--- config.mk ---
export PLATFORM = sky130hd
export DESIGN_NAME = ica_iteration_ctrl
export DESIGN_NICKNAME = d
export VERILOG_FILES = /design/src/rtl/ica_iteration_ctrl.sv
export SDC_FILE = /design/constraint.sdc
export NUM_CORES = 1
export LEC_CHECK = 0
export ABC_CLOCK_PERIOD_IN_PS = 5380
export CORE_UTILIZATION = 31
export DETAILED_ROUTE_END_ITERATION = 12
export GPL_TIMING_DRIVEN = 0
export PLACE_DENSITY = 0.5
export SKIP_CTS_REPAIR_TIMING = 1
export SYNTH_ARGS = -nofsm -noshare
export SYNTH_HDL_FRONTEND = slang
export SYNTH_SLANG_ARGS = --single-unit
--- constraint.sdc ---
create_clock -name clk -period 5.38 [get_ports clk]
set_input_delay 0.807 -clock clk [delete_from_list [all_inputs] [get_ports clk]]
set_output_delay 0.807 -clock clk [all_outputs]
set_load 0.005 [all_outputs]
--- src/rtl/ica_iteration_ctrl.sv ---
// ICA weight-vector iteration controller: runs update, then convergence check, then
// evaluates the norm and repeats until converged, limit reached, NaN, watchdog or abort.
module ica_iteration_ctrl #(
  parameter int ITER_W  = 16,
  parameter int TIMEOUT = 4096
) (
  input  logic              clk,
  input  logic              rst,
  input  logic              start_i,
  input  logic              abort_i,
  input  logic [ITER_W-1:0] max_iter_i,
  input  logic [63:0]       threshold_i,
  output logic              upd_start_o,
  input  logic              upd_done_i,
  output logic              chk_start_o,
  input  logic              chk_done_i,
  input  logic [63:0]       chk_norm_i,
  output logic              vec_latch_o,
  output logic              busy_o,
  output logic              done_o,
  output logic              converged_o,
  output logic              nan_err_o,
  output logic              timeout_err_o,
  output logic [ITER_W-1:0] iter_count_o
);

  localparam int              WD_W     = (TIMEOUT > 0) ? $clog2(TIMEOUT + 1) : 1;
  localparam logic [WD_W-1:0] WD_LIMIT = WD_W'(TIMEOUT);

  typedef enum logic [2:0] {IDLE, UPD, CHK, EVAL, LATCH, DONE} state_e;

  state_e            state_q, state_d;
  logic [ITER_W-1:0] max_iter_q, max_iter_d;
  logic [ITER_W-1:0] iter_q, iter_d;
  logic [62:0]       thr_q, thr_d;
  logic [62:0]       norm_q, norm_d;
  logic              conv_q, conv_d;
  logic              nan_q, nan_d;
  logic              tmo_q, tmo_d;
  logic [WD_W-1:0]   wd_q, wd_d;

  logic              wd_expired;
  logic              norm_is_nan;
  logic              norm_below;
  logic              limit_hit;
  logic [ITER_W-1:0] iter_inc;
  logic              unused_sign_bits;

  // Sign bits never matter: magnitudes are compared so -0 behaves like +0.
  assign unused_sign_bits = threshold_i[63] ^ chk_norm_i[63];

  assign wd_expired  = (TIMEOUT != 0) && (wd_q == WD_LIMIT);
  assign norm_is_nan = (&norm_q[62:52]) && (|norm_q[51:0]);
  assign norm_below  = norm_q < thr_q;
  assign iter_inc    = iter_q + ITER_W'(1);
  assign limit_hit   = (max_iter_q != '0) && (iter_inc == max_iter_q);

  assign busy_o        = (state_q != IDLE);
  assign converged_o   = conv_q;
  assign nan_err_o     = nan_q;
  assign timeout_err_o = tmo_q;
  assign iter_count_o  = iter_q;

  always_comb begin
    state_d     = state_q;
    max_iter_d  = max_iter_q;
    iter_d      = iter_q;
    thr_d       = thr_q;
    norm_d      = norm_q;
    conv_d      = conv_q;
    nan_d       = nan_q;
    tmo_d       = tmo_q;
    wd_d        = wd_q;
    upd_start_o = 1'b0;
    chk_start_o = 1'b0;
    vec_latch_o = 1'b0;
    done_o      = 1'b0;

    unique case (state_q)
      IDLE: begin
        if (start_i) begin
          max_iter_d = max_iter_i;
          thr_d      = threshold_i[62:0];
          iter_d     = '0;
          conv_d     = 1'b0;
          nan_d      = 1'b0;
          tmo_d      = 1'b0;
          wd_d       = '0;
          state_d    = UPD;
        end
      end
      UPD: begin
        upd_start_o = !abort_i && !wd_expired;
        if (abort_i) begin
          state_d = DONE;
        end else if (upd_done_i) begin
          wd_d    = '0;
          state_d = CHK;
        end else if (wd_expired) begin
          tmo_d   = 1'b1;
          state_d = DONE;
        end else begin
          wd_d = wd_q + WD_W'(1);
        end
      end
      CHK: begin
        chk_start_o = !abort_i && !wd_expired;
        if (abort_i) begin
          state_d = DONE;
        end else if (chk_done_i) begin
          norm_d  = chk_norm_i[62:0];
          state_d = EVAL;
        end else if (wd_expired) begin
          tmo_d   = 1'b1;
          state_d = DONE;
        end else begin
          wd_d = wd_q + WD_W'(1);
        end
      end
      EVAL: begin
        if (abort_i) begin
          state_d = DONE;
        end else begin
          iter_d = (&iter_q) ? iter_q : iter_inc;
          if (norm_is_nan) begin
            nan_d   = 1'b1;
            state_d = DONE;
          end else if (norm_below) begin
            conv_d  = 1'b1;
            state_d = DONE;
          end else if (limit_hit) begin
            state_d = DONE;
          end else begin
            state_d = LATCH;
          end
        end
      end
      LATCH: begin
        vec_latch_o = !abort_i;
        if (abort_i) begin
          state_d = DONE;
        end else begin
          wd_d    = '0;
          state_d = UPD;
        end
      end
      DONE: begin
        done_o  = 1'b1;
        state_d = IDLE;
      end
      default: state_d = IDLE;
    endcase
  end

  always_ff @(posedge clk or posedge rst) begin
    if (rst) begin
      state_q    <= IDLE;
      max_iter_q <= '0;
      iter_q     <= '0;
      thr_q      <= '0;
      norm_q     <= '0;
      conv_q     <= 1'b0;
      nan_q      <= 1'b0;
      tmo_q      <= 1'b0;
      wd_q       <= '0;
    end else begin
      state_q    <= state_d;
      max_iter_q <= max_iter_d;
      iter_q     <= iter_d;
      thr_q      <= thr_d;
      norm_q     <= norm_d;
      conv_q     <= conv_d;
      nan_q      <= nan_d;
      tmo_q      <= tmo_d;
      wd_q       <= wd_d;
    end
  end

endmodule

==> results of run 1 <==
[area by class of cell]
| class | instances | area [sq um] |
|---|---|---|
| antenna | 1 | 2.50 |
| buffer | 37 | 156 |
| clock buffer | 17 | 425 |
| clock inverter | 15 | 220 |
| fill | 2813 | 16800 |
| inverter | 74 | 282 |
| multi-input combinational | 617 | 4330 |
| sequential | 177 | 4430 |
| tap | 384 | 480 |
| timing repair buffer | 175 | 1800 |
[power groups by stage]
stage / registers (mW) / clock network [mW] / logic, mW
2_1_floorplan: 2.08 / 0 / 1.59
3_3_place_gp: 2.20 / 0 / 2.15
3_5_place_dp: 2.20 / 0 / 2.20
4_1_cts: 2.18 / 1.42 / 2.21
5_1_grt: 2.24 / 1.47 / 2.49
6_report: 2.18 / 1.38 / 2.18
[cell families (layout without fill, tap and decap cells)]
| kind of cell | Yosys count | after routing | share of synthesized area [%] |
|---|---|---|---|
| AO/OA/AOI/OAI | 174 | 174 | 10.8 |
| other | 0 | 1 | 0 |
| flip-flops | 177 | 177 | 48.2 |
| adder cells (fa/ha/maj) | 65 | 65 | 8.85 |
| buffers and inverters | 111 | 318 | 4.72 |
| AND/OR/NAND/NOR | 260 | 260 | 14.0 |
| multiplexers | 81 | 81 | 9.91 |
| XOR/XNOR | 37 | 37 | 3.53 |
[registers in the layout (all words and copies together), names as in the netlist]
register       flops
thr_q             63
iter_count_o      16
timeout_err_o      1
norm_q            63
max_iter_q        16
state_q            3
wd_q              13
converged_o        1
nan_err_o          1
[path summary, 6_finish.rpt]
path | slack, ps | cells after the start | end | start
max in group asynchronous | 3660 | 5 | norm_q[5] | rst
min | 540 | 1 | wd_q[12] | wd_q[12]
max | 2270 | 7 | chk_start_o | wd_q[0]
max reg2reg | 2590 | 6 | thr_q[59] | state_q[0]
min reg2reg | 540 | 1 | wd_q[12] | wd_q[12]
min in group asynchronous | 730 | 2 | max_iter_q[1] | rst
[metal layers]
layer	vias up	wire, um	track usage, %
li1	3557	-	-
met1	3502	12100	23.2
met2	147	11700	27.5
met3	21	1030	3.41
met4	2	323	4.46
met5	-	12	0
[synthesized netlist by cell type (all sizes together), types with 2 or more instances]
| master | number |
|---|---|
| dfrtp | 177 |
| mux2 | 80 |
| and3 | 12 |
| nor2 | 39 |
| and4 | 5 |
| o21ai | 103 |
| o22ai | 3 |
| xor2 | 15 |
| nand2b | 7 |
| nor4 | 25 |
| a21oi | 35 |
| or2 | 3 |
| nor3 | 12 |
| nand2 | 102 |
| inv | 74 |
| a31oi | 5 |
| a21o | 5 |
| xnor2 | 22 |
| clkbuf | 25 |
| nand4 | 26 |
| buf | 12 |
| nand3 | 18 |
| and2 | 4 |
| ha | 65 |
| a211oi | 3 |
| nor4b | 2 |
| o31ai | 5 |
[stage by stage]
step	worst slack, ps	hold WS [ps]	cells
3_5_place_dp	1950	507	1464
3_3_place_gp	598	511	1459
5_1_grt	2130	550	1496
6_report	2270	535	1497
4_1_cts	2200	532	1496
2_1_floorplan	2310	474	905
==> flow_summary.toml, run 1 <==
[die]
initial_core_util_pct = 31.8
io_pins = 174
row_count = 62
floorplan.die.height_um = 174
fp.dieArea_sq_um = 30300
standard_cell_core_area_sq_um = 28900
die_width_um = 174

[synthesis]
post_synth_num_cell_types = 58
synth_area_leaders = "dfrtp_1, mux2_2, ha_1"
syn_avg_cell_area_sq_um = 10.2
synth_ff_type = "dfrtp_1"
ys_seq_area_share_pct = 48.2
netlist_instances = 905
mappedNetlistNets = 1120
synth-edff-count = 0
yosysWarningCount = 0
post_syn_area_sq_um = 9190
ys_seq_elements = 177
synth_top_area_share_pct = 48.2
postSynth.asyncResetShare_pct = 100
post-synth-top-area-cell = "dfrtp_1"

[power]
seq_power_share_pct = 38.0
cell_internal_pwr_mw = 3.66
share_comb_of_total_power_pct = 38.0
vdd_drop_max_v = 0.000210
total_leakage_power_nw = 5.44
power.clock.fraction_pct = 24.0
power_per_cell_area_nw_per_um2 = 473
net_switching_power_mw = 2.07
power.switching_fraction_pct = 36.0
total_power_mw = 5.73

[finish]
layout.nets = 1314
finish.utilization_pct = 41.9
final_layout_size_suffix_gt1_share_pct = 12.6
mostFrequentLayoutCells = "dfrtp_1, clkdlybuf4s50_1, nand2_1"
final_common_cell = "dfrtp_1"
fin_area_sq_um = 12100
area.growth.synth_to_final_pct = 31.9

[drt]
avgRoutedWirePerCell_um = 16.8
vias_per_cell = 4.83
ant_nets = 0
drt-pass1-iter-count = 4
violation_count_after_the_first_detailed_routing_iteration = 337
route.detailed.drc = 0
dr_total_vias = 7229
postRouteWirelength_um = 25100

[placed_design]
io_buffer_count = 170
postPlaceCellArea_sq_um = 11500
gp_congestion = 0.832
dp.final_hpwl_um = 19400

[global_route]
global_route.usage.total_pct = 17.0
vias_in_the_first_global_route = 7421
grt_max_degree = 38
gr-total-overflow = 0
grt_first_pass_wirelength_um = 40100
grt_antenna_before_repair = 2

[sta]
fin_tns_setup_ps = 0
min_period_over_period_pct = 57.8
worst_slew_pin_slew_ps = 1250
timing.max_slew.rel_slack_pct = 15.9
slew_violations = 0
finalSetupViolCount = 0
grt_setup_unrepaired = "false"
fmax_mhz = 321
hold_violations = 0
period_needed_ps = 3110
worst_clock_skew_ps = 14.5

[clock_network]
depth_of_the_cts_h_tree = 4
cts-root-to-sink-buffers = 2
clk_transition_reported_paths_ps = 70
clkSinkCount = 177
cts_inserted_buffers = 17
root_buffer = "clkbuf_16"
insertion_delay_ps = 440
tritoncts = "yes"

[setup_path]
timing.critical_path.max_delay_family = "buffers and inverters"
critical_path_required_ps = 4570
cp_data_arrival_time_ps = 2300
crit_slowest_cell = "clkdlybuf4s50_1"
max_stage_delay_ps = 550
timing.critical_path.fanout_max = 8
worst-setup-path-type = "flop to output port"
timing.critical_path.to_type = "output port"
crit_path_cell_trace = "inv_1 -> ha_1 -> nor4b_1 -> and3_1 -> buf_2 -> nor4_1 -> clkdlybuf4s50_1"
critPathBufInv = 3
setup.worst_path.start_class = "flop"

[job]
cap_violations = 0

[status]
status = "finished, final reports clean"

[min_path]
holdCritPathClass = "flop to flop"
Note: power is estimated with default switching activity, not from simulation.
==> run 2, diff against run 1 <==
Settings changed: ABC_CLOCK_PERIOD_IN_PS 5380 to 3200, PLACE_DENSITY 0.5 to 0.48.
Clock period 5.38 ns to 3.2 ns, I/O delays scaled along.
==> run 2 against run 1 <==
Via count about the same. Clock-buffer cell count rose by 2. Worst hold slack worse by 150 ps. Clock skew fell by 4.4 ps. Sequential share of layout area is 0.17 points higher.
==> flow_summary.toml, run 2 (synthesis results as in run 1) <==
[sta]
hold_violations = 0
min_period_over_period_pct = 88.1
fmax_mhz = 355
worst_slew_pin_slew_ps = 1220
grt_setup_unrepaired = "false"
period_needed_ps = 2820
timing.max_slew.rel_slack_pct = 17.7
slew_violations = 0
worst_clock_skew_ps = 10.1
finalSetupViolCount = 0

[drt]
avgRoutedWirePerCell_um = 16.8
route.detailed.drc = 0
violation_count_after_the_first_detailed_routing_iteration = 388
dr_total_vias = 7224
postRouteWirelength_um = 25200
drt-pass1-iter-count = 5
ant_nets = 0
vias_per_cell = 4.83

[global_route]
vias_in_the_first_global_route = 7425
gr-total-overflow = 0
global_route.usage.total_pct = 17.3
grt_max_degree = 40
grt_antenna_before_repair = 1
grt_first_pass_wirelength_um = 40600

[power]
power.switching_fraction_pct = 36.3
power.clock.fraction_pct = 22.6
share_comb_of_total_power_pct = 38.6
total_leakage_power_nw = 5.41
seq_power_share_pct = 38.7
total_power_mw = 9.43
power_per_cell_area_nw_per_um2 = 782
vdd_drop_max_v = 0.000352
net_switching_power_mw = 3.42
cell_internal_pwr_mw = 6.01

[placed_design]
io_buffer_count = 170
gp_congestion = 0.811
dp.final_hpwl_um = 19500
place.detailed.instances = 1464

[finish]
top_registers = "norm_q: 63 flops, thr_q: 63 flops"
filler_cell_count = 2891
finish.utilization_pct = 41.7
final_layout_size_suffix_gt1_share_pct = 12.5
layout.nets = 1314
area.growth.synth_to_final_pct = 31.3
mostFrequentLayoutCells = "dfrtp_1, clkdlybuf4s50_1, nand2_1"
final_common_cell = "dfrtp_1"
final_cells = 1497

[clock_network]
tritoncts = "yes"
cts_inserted_buffers = 17
cts-root-to-sink-buffers = 2
root_buffer = "clkbuf_16"
clkSinkCount = 177
clk_transition_reported_paths_ps = 70
insertion_delay_ps = 430
depth_of_the_cts_h_tree = 4

[die]
fp.dieArea_sq_um = 30300
floorplan.die.height_um = 174
die_width_um = 174
standard_cell_core_area_sq_um = 28900
initial_core_util_pct = 31.8
io_pins = 174
row_count = 62

[job]
cap_violations = 0

[setup_path]
timing.critical_path.fanout_max = 3
cp_data_arrival_time_ps = 3090
crit_path_cell_trace = "ha_1 -> nand4_1 -> or2_2 -> nor4_1 -> a21oi_1 -> nand3_1 -> o32ai_2"
max_stage_delay_ps = 870
crit_slowest_cell = "nor4_1"
reg2reg_slack_ps = 380
timing.critical_path.to_type = "flop"
setup.worst_path.start_class = "flop"
critical_path_required_ps = 3470
worst-setup-path-type = "flop to flop"

[status]
status = "finished, final reports clean"

[min_path]
holdCritPathClass = "input port to asynchronous set/reset pin"
[run 2: changes by cell type in the layout (fill, tap and decap cells not counted)]
cell       previous run  this run
inv_6                 3         6
bufinv_16             4         2
inv_8                 4         0
clkbuf_1             24        25
clkinv_2              1         2
clkbuf_8              0         1
[run 2: power by group through the flow]
| stage | combinational (mW) | sequential [mW] | clock (mW) |
|---|---|---|---|
| floorplan | 2.67 | 3.50 | 0 |
| global placement | 3.62 | 3.70 | 0 |
| detailed placement | 3.69 | 3.70 | 0 |
| CTS | 3.72 | 3.67 | 2.20 |
| global route | 4.21 | 3.77 | 2.29 |
| finish | 3.65 | 3.65 | 2.14 |
[run 2: final cells by class]
class	count	area, sq um	area share [%]
flip-flops and latches	177	4430	36.7
clock inverters	13	146	1.21
plain buffers	37	156	1.30
multi-input cells	617	4330	35.9
clock buffers	19	443	3.67
inverters	74	282	2.33
repair buffers	175	1800	14.9
well taps	384	480	3.98
diodes	1	2.50	0.0207
[run 2: per-layer routing]
metal,track usage [%],vias up,part of all wire (%)
met3,3.13,25,3.8
met2,27.2,159,46
met1,24.1,3485,49
li1,-,3555,-
met5,0,-,0
met4,5.48,0,1.6
[run 2: final timing paths]
| path | from | end | cells past startpoint |
|---|---|---|---|
| worst max-delay path | norm_q[61] | converged_o | 7 |
| worst max register to register | norm_q[61] | converged_o | 7 |
| min in group clk | wd_q[12] | wd_q[12] | 1 |
| max in group asynchronous | rst | norm_q[13] | 6 |
| worst min-delay path | rst | max_iter_q[1] | 2 |
| worst min register to register | wd_q[12] | wd_q[12] | 1 |
[run 2: metrics by stage]
stage / TNS (ps) / hold WS (ps) / setup WS (ps) / cell area, sq um
4_1_cts: 0 / 383 / 363 / 12100
5_1_grt: 0 / 400 / 185 / 12100
6_report: 0 / 383 / 380 / 12100
3_5_place_dp: 0 / 519 / 207 / 11500
2_1_floorplan: 0 / 474 / 453 / 9190
3_3_place_gp: -228180 / 518 / -1310 / 11400
[run 2: worst max-delay path, delay by kind of cell, from the launching register on]
family	cells	cell delay, ps
compound gates	2	360
simple gates	4	1560
fa+ha+maj	1	310
flops	1	410
